**src/rtl/amp_i2c_slave.sv**
```systemverilog
// I2C target for the amp frontend config bus: START/STOP decode, 7-bit address
// match, auto-incrementing register pointer, write strobes and read-back.
`timescale 1ns/1ps
module amp_i2c_slave #(
  parameter logic [6:0] DEV_ADDR = 7'h2C,
  parameter int         ADDR_W   = 4
) (
  input  logic              clk,
  input  logic              resetb,
  input  logic              i2c_scl,
  input  logic              i2c_sda_i,
  output logic              i2c_sda_oe,
  output logic [ADDR_W-1:0] reg_addr,
  output logic [7:0]        reg_wdata,
  output logic              reg_wr,
  input  logic [7:0]        reg_rdata,
  output logic              busy
);

  localparam logic [2:0] IDLE     = 3'd0;
  localparam logic [2:0] ADDR     = 3'd1;
  localparam logic [2:0] ADDR_ACK = 3'd2;
  localparam logic [2:0] WR_BYTE  = 3'd3;
  localparam logic [2:0] WR_ACK   = 3'd4;
  localparam logic [2:0] RD_BYTE  = 3'd5;
  localparam logic [2:0] RD_ACK   = 3'd6;
  localparam logic [2:0] IGNORE   = 3'd7;

  logic sclMeta_q, sclSync_q, sclHist_q;
  logic sdaMeta_q, sdaSync_q, sdaHist_q;

  logic [2:0]        state_q, state_d;
  logic [3:0]        bitCnt_q, bitCnt_d;
  logic [7:0]        shift_q, shift_d;
  logic              sdaOe_q, sdaOe_d;
  logic              busy_q, busy_d;
  logic              rw_q, rw_d;
  logic              firstByte_q, firstByte_d;
  logic              masterAck_q, masterAck_d;
  logic [ADDR_W-1:0] regAddr_q, regAddr_d;
  logic [7:0]        regWdata_q, regWdata_d;
  logic              regWr_q, regWr_d;

  logic       sclRise, sclFall, startDet, stopDet;
  logic [7:0] byteNext;

  // Idle bus level is high, so the synchronizers reset to 1 to avoid phantom edges.
  always_ff @(posedge clk or negedge resetb) begin
    if (!resetb) begin
      sclMeta_q <= 1'b1;
      sclSync_q <= 1'b1;
      sclHist_q <= 1'b1;
      sdaMeta_q <= 1'b1;
      sdaSync_q <= 1'b1;
      sdaHist_q <= 1'b1;
    end else begin
      sclMeta_q <= i2c_scl;
      sclSync_q <= sclMeta_q;
      sclHist_q <= sclSync_q;
      sdaMeta_q <= i2c_sda_i;
      sdaSync_q <= sdaMeta_q;
      sdaHist_q <= sdaSync_q;
    end
  end

  assign sclRise  =  sclSync_q & ~sclHist_q;
  assign sclFall  = ~sclSync_q &  sclHist_q;
  assign startDet =  sclSync_q &  sclHist_q & ~sdaSync_q &  sdaHist_q;
  assign stopDet  =  sclSync_q &  sclHist_q &  sdaSync_q & ~sdaHist_q;
  assign byteNext = {shift_q[6:0], sdaSync_q};

  always_comb begin
    state_d     = state_q;
    bitCnt_d    = bitCnt_q;
    shift_d     = shift_q;
    sdaOe_d     = sdaOe_q;
    busy_d      = busy_q;
    rw_d        = rw_q;
    firstByte_d = firstByte_q;
    masterAck_d = masterAck_q;
    regAddr_d   = regAddr_q;
    regWdata_d  = regWdata_q;
    regWr_d     = 1'b0;

    // The pointer advances on the clock after each write strobe.
    if (regWr_q) regAddr_d = regAddr_q + ADDR_W'(1);

    if (startDet) begin
      state_d  = ADDR;
      bitCnt_d = 4'd0;
      sdaOe_d  = 1'b0;
      busy_d   = 1'b0;
    end else if (stopDet) begin
      state_d = IDLE;
      sdaOe_d = 1'b0;
      busy_d  = 1'b0;
    end else begin
      case (state_q)
        ADDR: begin
          if (sclRise && bitCnt_q < 4'd8) begin
            shift_d  = byteNext;
            bitCnt_d = bitCnt_q + 4'd1;
          end else if (sclFall && bitCnt_q == 4'd8) begin
            if (shift_q[7:1] == DEV_ADDR) begin
              sdaOe_d = 1'b1;
              busy_d  = 1'b1;
              rw_d    = shift_q[0];
              state_d = ADDR_ACK;
            end else begin
              state_d = IGNORE;
            end
          end
        end
        ADDR_ACK: begin
          if (sclFall) begin
            if (rw_q) begin
              shift_d  = reg_rdata;
              sdaOe_d  = ~reg_rdata[7];
              bitCnt_d = 4'd1;
              state_d  = RD_BYTE;
            end else begin
              sdaOe_d     = 1'b0;
              bitCnt_d    = 4'd0;
              firstByte_d = 1'b1;
              state_d     = WR_BYTE;
            end
          end
        end
        WR_BYTE: begin
          if (sclRise && bitCnt_q < 4'd8) begin
            shift_d  = byteNext;
            bitCnt_d = bitCnt_q + 4'd1;
            if (bitCnt_q == 4'd7) begin
              if (firstByte_q) begin
                regAddr_d   = byteNext[ADDR_W-1:0];
                firstByte_d = 1'b0;
              end else begin
                regWdata_d = byteNext;
                regWr_d    = 1'b1;
              end
            end
          end else if (sclFall && bitCnt_q == 4'd8) begin
            sdaOe_d = 1'b1;
            state_d = WR_ACK;
          end
        end
        WR_ACK: begin
          if (sclFall) begin
            sdaOe_d  = 1'b0;
            bitCnt_d = 4'd0;
            state_d  = WR_BYTE;
          end
        end
        RD_BYTE: begin
          if (sclFall) begin
            if (bitCnt_q == 4'd8) begin
              sdaOe_d     = 1'b0;
              regAddr_d   = regAddr_q + ADDR_W'(1);
              masterAck_d = 1'b0;
              state_d     = RD_ACK;
            end else begin
              sdaOe_d  = ~shift_q[6];
              shift_d  = {shift_q[6:0], 1'b0};
              bitCnt_d = bitCnt_q + 4'd1;
            end
          end
        end
        RD_ACK: begin
          if (sclRise) begin
            masterAck_d = ~sdaSync_q;
          end else if (sclFall) begin
            if (masterAck_q) begin
              shift_d  = reg_rdata;
              sdaOe_d  = ~reg_rdata[7];
              bitCnt_d = 4'd1;
              state_d  = RD_BYTE;
            end else begin
              state_d = IGNORE;
            end
          end
        end
        default: ;
      endcase
    end
  end

  always_ff @(posedge clk or negedge resetb) begin
    if (!resetb) begin
      state_q     <= IDLE;
      bitCnt_q    <= 4'd0;
      shift_q     <= 8'd0;
      sdaOe_q     <= 1'b0;
      busy_q      <= 1'b0;
      rw_q        <= 1'b0;
      firstByte_q <= 1'b0;
      masterAck_q <= 1'b0;
      regAddr_q   <= '0;
      regWdata_q  <= 8'd0;
      regWr_q     <= 1'b0;
    end else begin
      state_q     <= state_d;
      bitCnt_q    <= bitCnt_d;
      shift_q     <= shift_d;
      sdaOe_q     <= sdaOe_d;
      busy_q      <= busy_d;
      rw_q        <= rw_d;
      firstByte_q <= firstByte_d;
      masterAck_q <= masterAck_d;
      regAddr_q   <= regAddr_d;
      regWdata_q  <= regWdata_d;
      regWr_q     <= regWr_d;
    end
  end

  assign i2c_sda_oe = sdaOe_q;
  assign reg_addr   = regAddr_q;
  assign reg_wdata  = regWdata_q;
  assign reg_wr     = regWr_q;
  assign busy       = busy_q;

endmodule
```
**config.mk**
```make
export PLATFORM = sky130hd
export DESIGN_NAME = amp_i2c_slave
export DESIGN_NICKNAME = d
export VERILOG_FILES = /design/src/rtl/amp_i2c_slave.sv
export SDC_FILE = /design/constraint.sdc
export NUM_CORES = 1
export LEC_CHECK = 0
export CAP_MARGIN = 20
export CORE_ASPECT_RATIO = 0.75
export CORE_MARGIN = 2
export CORE_UTILIZATION = 45
export DETAILED_ROUTE_END_ITERATION = 8
export PLACE_DENSITY_LB_ADDON = 0.2
export SYNTH_ARGS = -nofsm -noshare
export SYNTH_HDL_FRONTEND = slang
export SYNTH_SLANG_ARGS = --single-unit
```
**constraint.sdc**
```tcl
create_clock -name clk -period 3 [get_ports clk]
set_clock_uncertainty 0.1 [all_clocks]
set_input_delay 0.6 -clock clk [delete_from_list [all_inputs] [get_ports clk]]
set_output_delay 0.6 -clock clk [all_outputs]
set_load 0.02 [all_outputs]
```
==> reports/metrics.cfg, run 1 <==
[clocking]
cts.clk_slew.worst_paths_ps = 80
cts_max_level = 2
hold_buffers = 0
insertion_delay_ps = 300
post_cts_buffers = 0
cts_made_buffers = 5
cts_resized = 0
cts_tree = built
clockBufferDepth = 2
cts_sinks = 39
root_buffer = clkbuf_8

[die]
num_io_pins = 27
dieArea_um2 = 5920
core_um2 = 5010
initial_utilization_pct = 47.7
rows = 22
die_height_um = 67.1
die_w_um = 88.1

[placed_design]
dpl-instance-area_um2 = 2690
dp_cells = 328
hpwl_um = 4020
routabilityCongestion = 0.998
place_ws_ps = 374
io_buffer_count = 26

[synth]
syn-cell-area_um2 = 2390
synthCells = 239
ys_warn_count = 0
synthFlopType = dfrtp_1
synthArstFlopShare_pct = 100
synth_edf_count = 0
ys_seq_elements = 39
postSynthNetCount = 254
yosys.cell_types.count = 60
yosysSeqAreaShare_pct = 41.2
avgSynthCellArea_um2 = 10.0

[worst_setup_path]
cp-startpoint = state_q[0]
crit_arrival_ps = 2740
reg2reg_depth = 5
worstSetupPathType = reg2reg
critical_path.endpoint_type = register
cp_top_family = simple AND/OR/NAND/NOR gates
crit_path_end = reg_wdata[7]
cp_slowest_cell = dfrtp_1
worstSetupStartpointType = register
path_depth = 5
crit_chain = nor2b_1 > nand2_1 > or3_1 > nor2_4 > mux2_2
crit_path_max_incr_delay_ps = 760
timing.critical_path.buf_inv = 0
ff2ff_setup_slack_ps = 340
reg2reg_from = state_q[0]
r2r-end = reg_wdata[7]
worstPathMaxFanout = 21
critPathRequiredTime_ps = 3080

[drt]
route.vias.total = 1985
avgViaCountPerCell = 5.91
drt_iter0_markers = 345
totalWireLength_um = 5470
antenna_left = 0
wire_per_inst_um = 16.3
firstDrtPassIters = 5
drc = 0

[final_layout]
fillers = 450
area_growth_pct = 17.5
layoutNonFillerInstCount = 336
nets = 278
most-common-layout-cells = 33 x dfrtp_1, 26 x mux2_2, 25 x clkdlybuf4s50_1, 17 x nand2_1
layout_commonest_cell = dfrtp_1
n_antenna_cell = 0
final_area_um2 = 2810
layout-drive-gt1-share_pct = 19.7

[timing]
period_minus_slack_ps = 2660
worst_slack_ps = 343
max_slew.worst_pin.slew_ps = 863
maxSlewHeadroom_pct = 42.5
finalMaxSlewViolations = 0
timing_hold_violations_final = 0
setup_viol = 0
rsz0062_at_grt = false
finalSetupTns_ps = 0
max_freq_mhz = 376
fin_crit_sh_pct = 88.6

[global_route]
grt_start_max_net_pins = 40
grt_pass1_vias = 1826
overflow = 0
grt_pass1_wl_um = 9010
grt.total_usage_pct = 20.0
antenna_found_initial = 0

[pwr]
powerDensity_nw_per_um2 = 767
ir_drop_v = 0.000435
p_leak_nw = 1.18

[job]
max_cap_viol_count = 0

[run_status]
outcome = complete, no violations

[hold_path]
hold_path_class = reg2reg

## metal layers
metal | global-route usage (%) | part of all wire [%]
met1 | 30.0 | 49
met2 | 28.1 | 42
met3 | 5.82 | 8.2
met4 | 5.11 | 1.1
met5 | 0 | 0
## synthesized netlist by cell type, types with 3 or more instances
| master | instances | area, um2 |
|---|---|---|
| a22o_1 | 3 | 26.3 |
| a21oi_1 | 9 | 45.0 |
| inv_1 | 11 | 41.3 |
| dfstp_2 | 6 | 158 |
| o211ai_1 | 4 | 30.0 |
| nor2_1 | 11 | 41.3 |
| xnor2_1 | 4 | 35.0 |
| o31ai_1 | 4 | 30.0 |
| dfrtp_1 | 33 | 826 |
| nor3_1 | 10 | 50.1 |
| ha_1 | 3 | 37.5 |
| o21ai_0 | 8 | 40.0 |
| nand2_1 | 17 | 63.8 |
| buf_2 | 4 | 20.0 |
| mux2_2 | 26 | 293 |
| a31oi_1 | 4 | 25.0 |
| nor2b_1 | 4 | 25.0 |
| o22ai_1 | 3 | 18.8 |
| xor2_1 | 5 | 43.8 |
| mux2i_1 | 3 | 30.0 |
| nand2b_1 | 5 | 31.3 |
| clkbuf_1 | 4 | 15.0 |
| nand3_1 | 7 | 35.0 |
| or3_1 | 4 | 25.0 |
## worst reg2reg max path, stage by stage (launching register included)
cell and delay, ps:
dfrtp_1 760, nor2b_1 400, nand2_1 170, or3_1 480, nor2_4 270, mux2_2 380
## power breakdown
part / switching, W / leakage (nW) / total, W / internal [W]
registers: 0.000197 / 0.491 / 0.000836 / 0.000640
clock network: 0.000193 / 0.0548 / 0.000444 / 0.000250
logic: 0.000458 / 0.635 / 0.000873 / 0.000414
total: 0.000848 / 1.18 / 0.00215 / 0.00130
## cell type report
cell class | count | area, um2 | area share, %
multi-input combinational | 177 | 1300 | 46.3
sequential | 39 | 983 | 35.0
timing repair buffer | 29 | 278 | 9.89
tap | 72 | 90.1 | 3.21
clock buffer | 5 | 68.8 | 2.45
clock inverter | 3 | 46.3 | 1.65
inverter | 11 | 41.3 | 1.47
## worst min path at each step
stage | startpoint | to | slack [ps] | cells after the start
3_5_place_dp | sclMeta_q | sclSync_q | 250 | 0
5_1_grt | sclMeta_q | sclSync_q | 260 | 0
3_3_place_gp | sclMeta_q | sclSync_q | 250 | 0
2_1_floorplan | resetb | bitCnt_q[0] | 200 | 0
4_1_cts | sclMeta_q | sclSync_q | 260 | 0
6_report | sclMeta_q | sclSync_q | 260 | 0
## cell families after synthesis
kind of cell,share of synthesized area [%]
simple gates,17.0
flops,41.2
fa+ha+maj,1.57
buf+inv,4.45
compound gates,17.7
mux,14.8
xor+xnor,3.30
## registers in the layout, summed over array words and instances (netlist names)
name         cells
reg_wdata        8
shift_q          8
bitCnt_q         4
reg_addr         4
state_q          3
busy             1
firstByte_q      1
i2c_sda_oe       1
masterAck_q      1
reg_wr           1
rw_q             1
sclHist_q        1
sclMeta_q        1
sclSync_q        1
sdaHist_q        1
sdaMeta_q        1
sdaSync_q        1
## stage by stage
step / utilization [%] / total power, W / hold slack (ps)
after global routing: 56.0 / 0.00229 / 262
after CTS: 56.0 / 0.00214 / 260
after floorplan: - / 0.00147 / 204
final: 56.0 / 0.00215 / 259
after detailed placement: 53.7 / 0.00170 / 248
after global placement: 53.7 / 0.00170 / 245
Power figures use the tool's default switching activity.
==> inputs of run 2 (changes only) <==
==> constraint.sdc (replaced) <==
create_clock -name clk -period 3 [get_ports clk]
set_clock_uncertainty 0.1 [all_clocks]
set_input_delay 0.6 -clock clk [delete_from_list [all_inputs] [get_ports clk]]
set_output_delay 0.6 -clock clk [all_outputs]
set_load 0.005 [all_outputs]
==> results of run 2 <==
Same layout as run 1 (identical final DEF). Status: complete, no violations.
Main changes from that run: total power 0.00215 W -> 0.00214 W
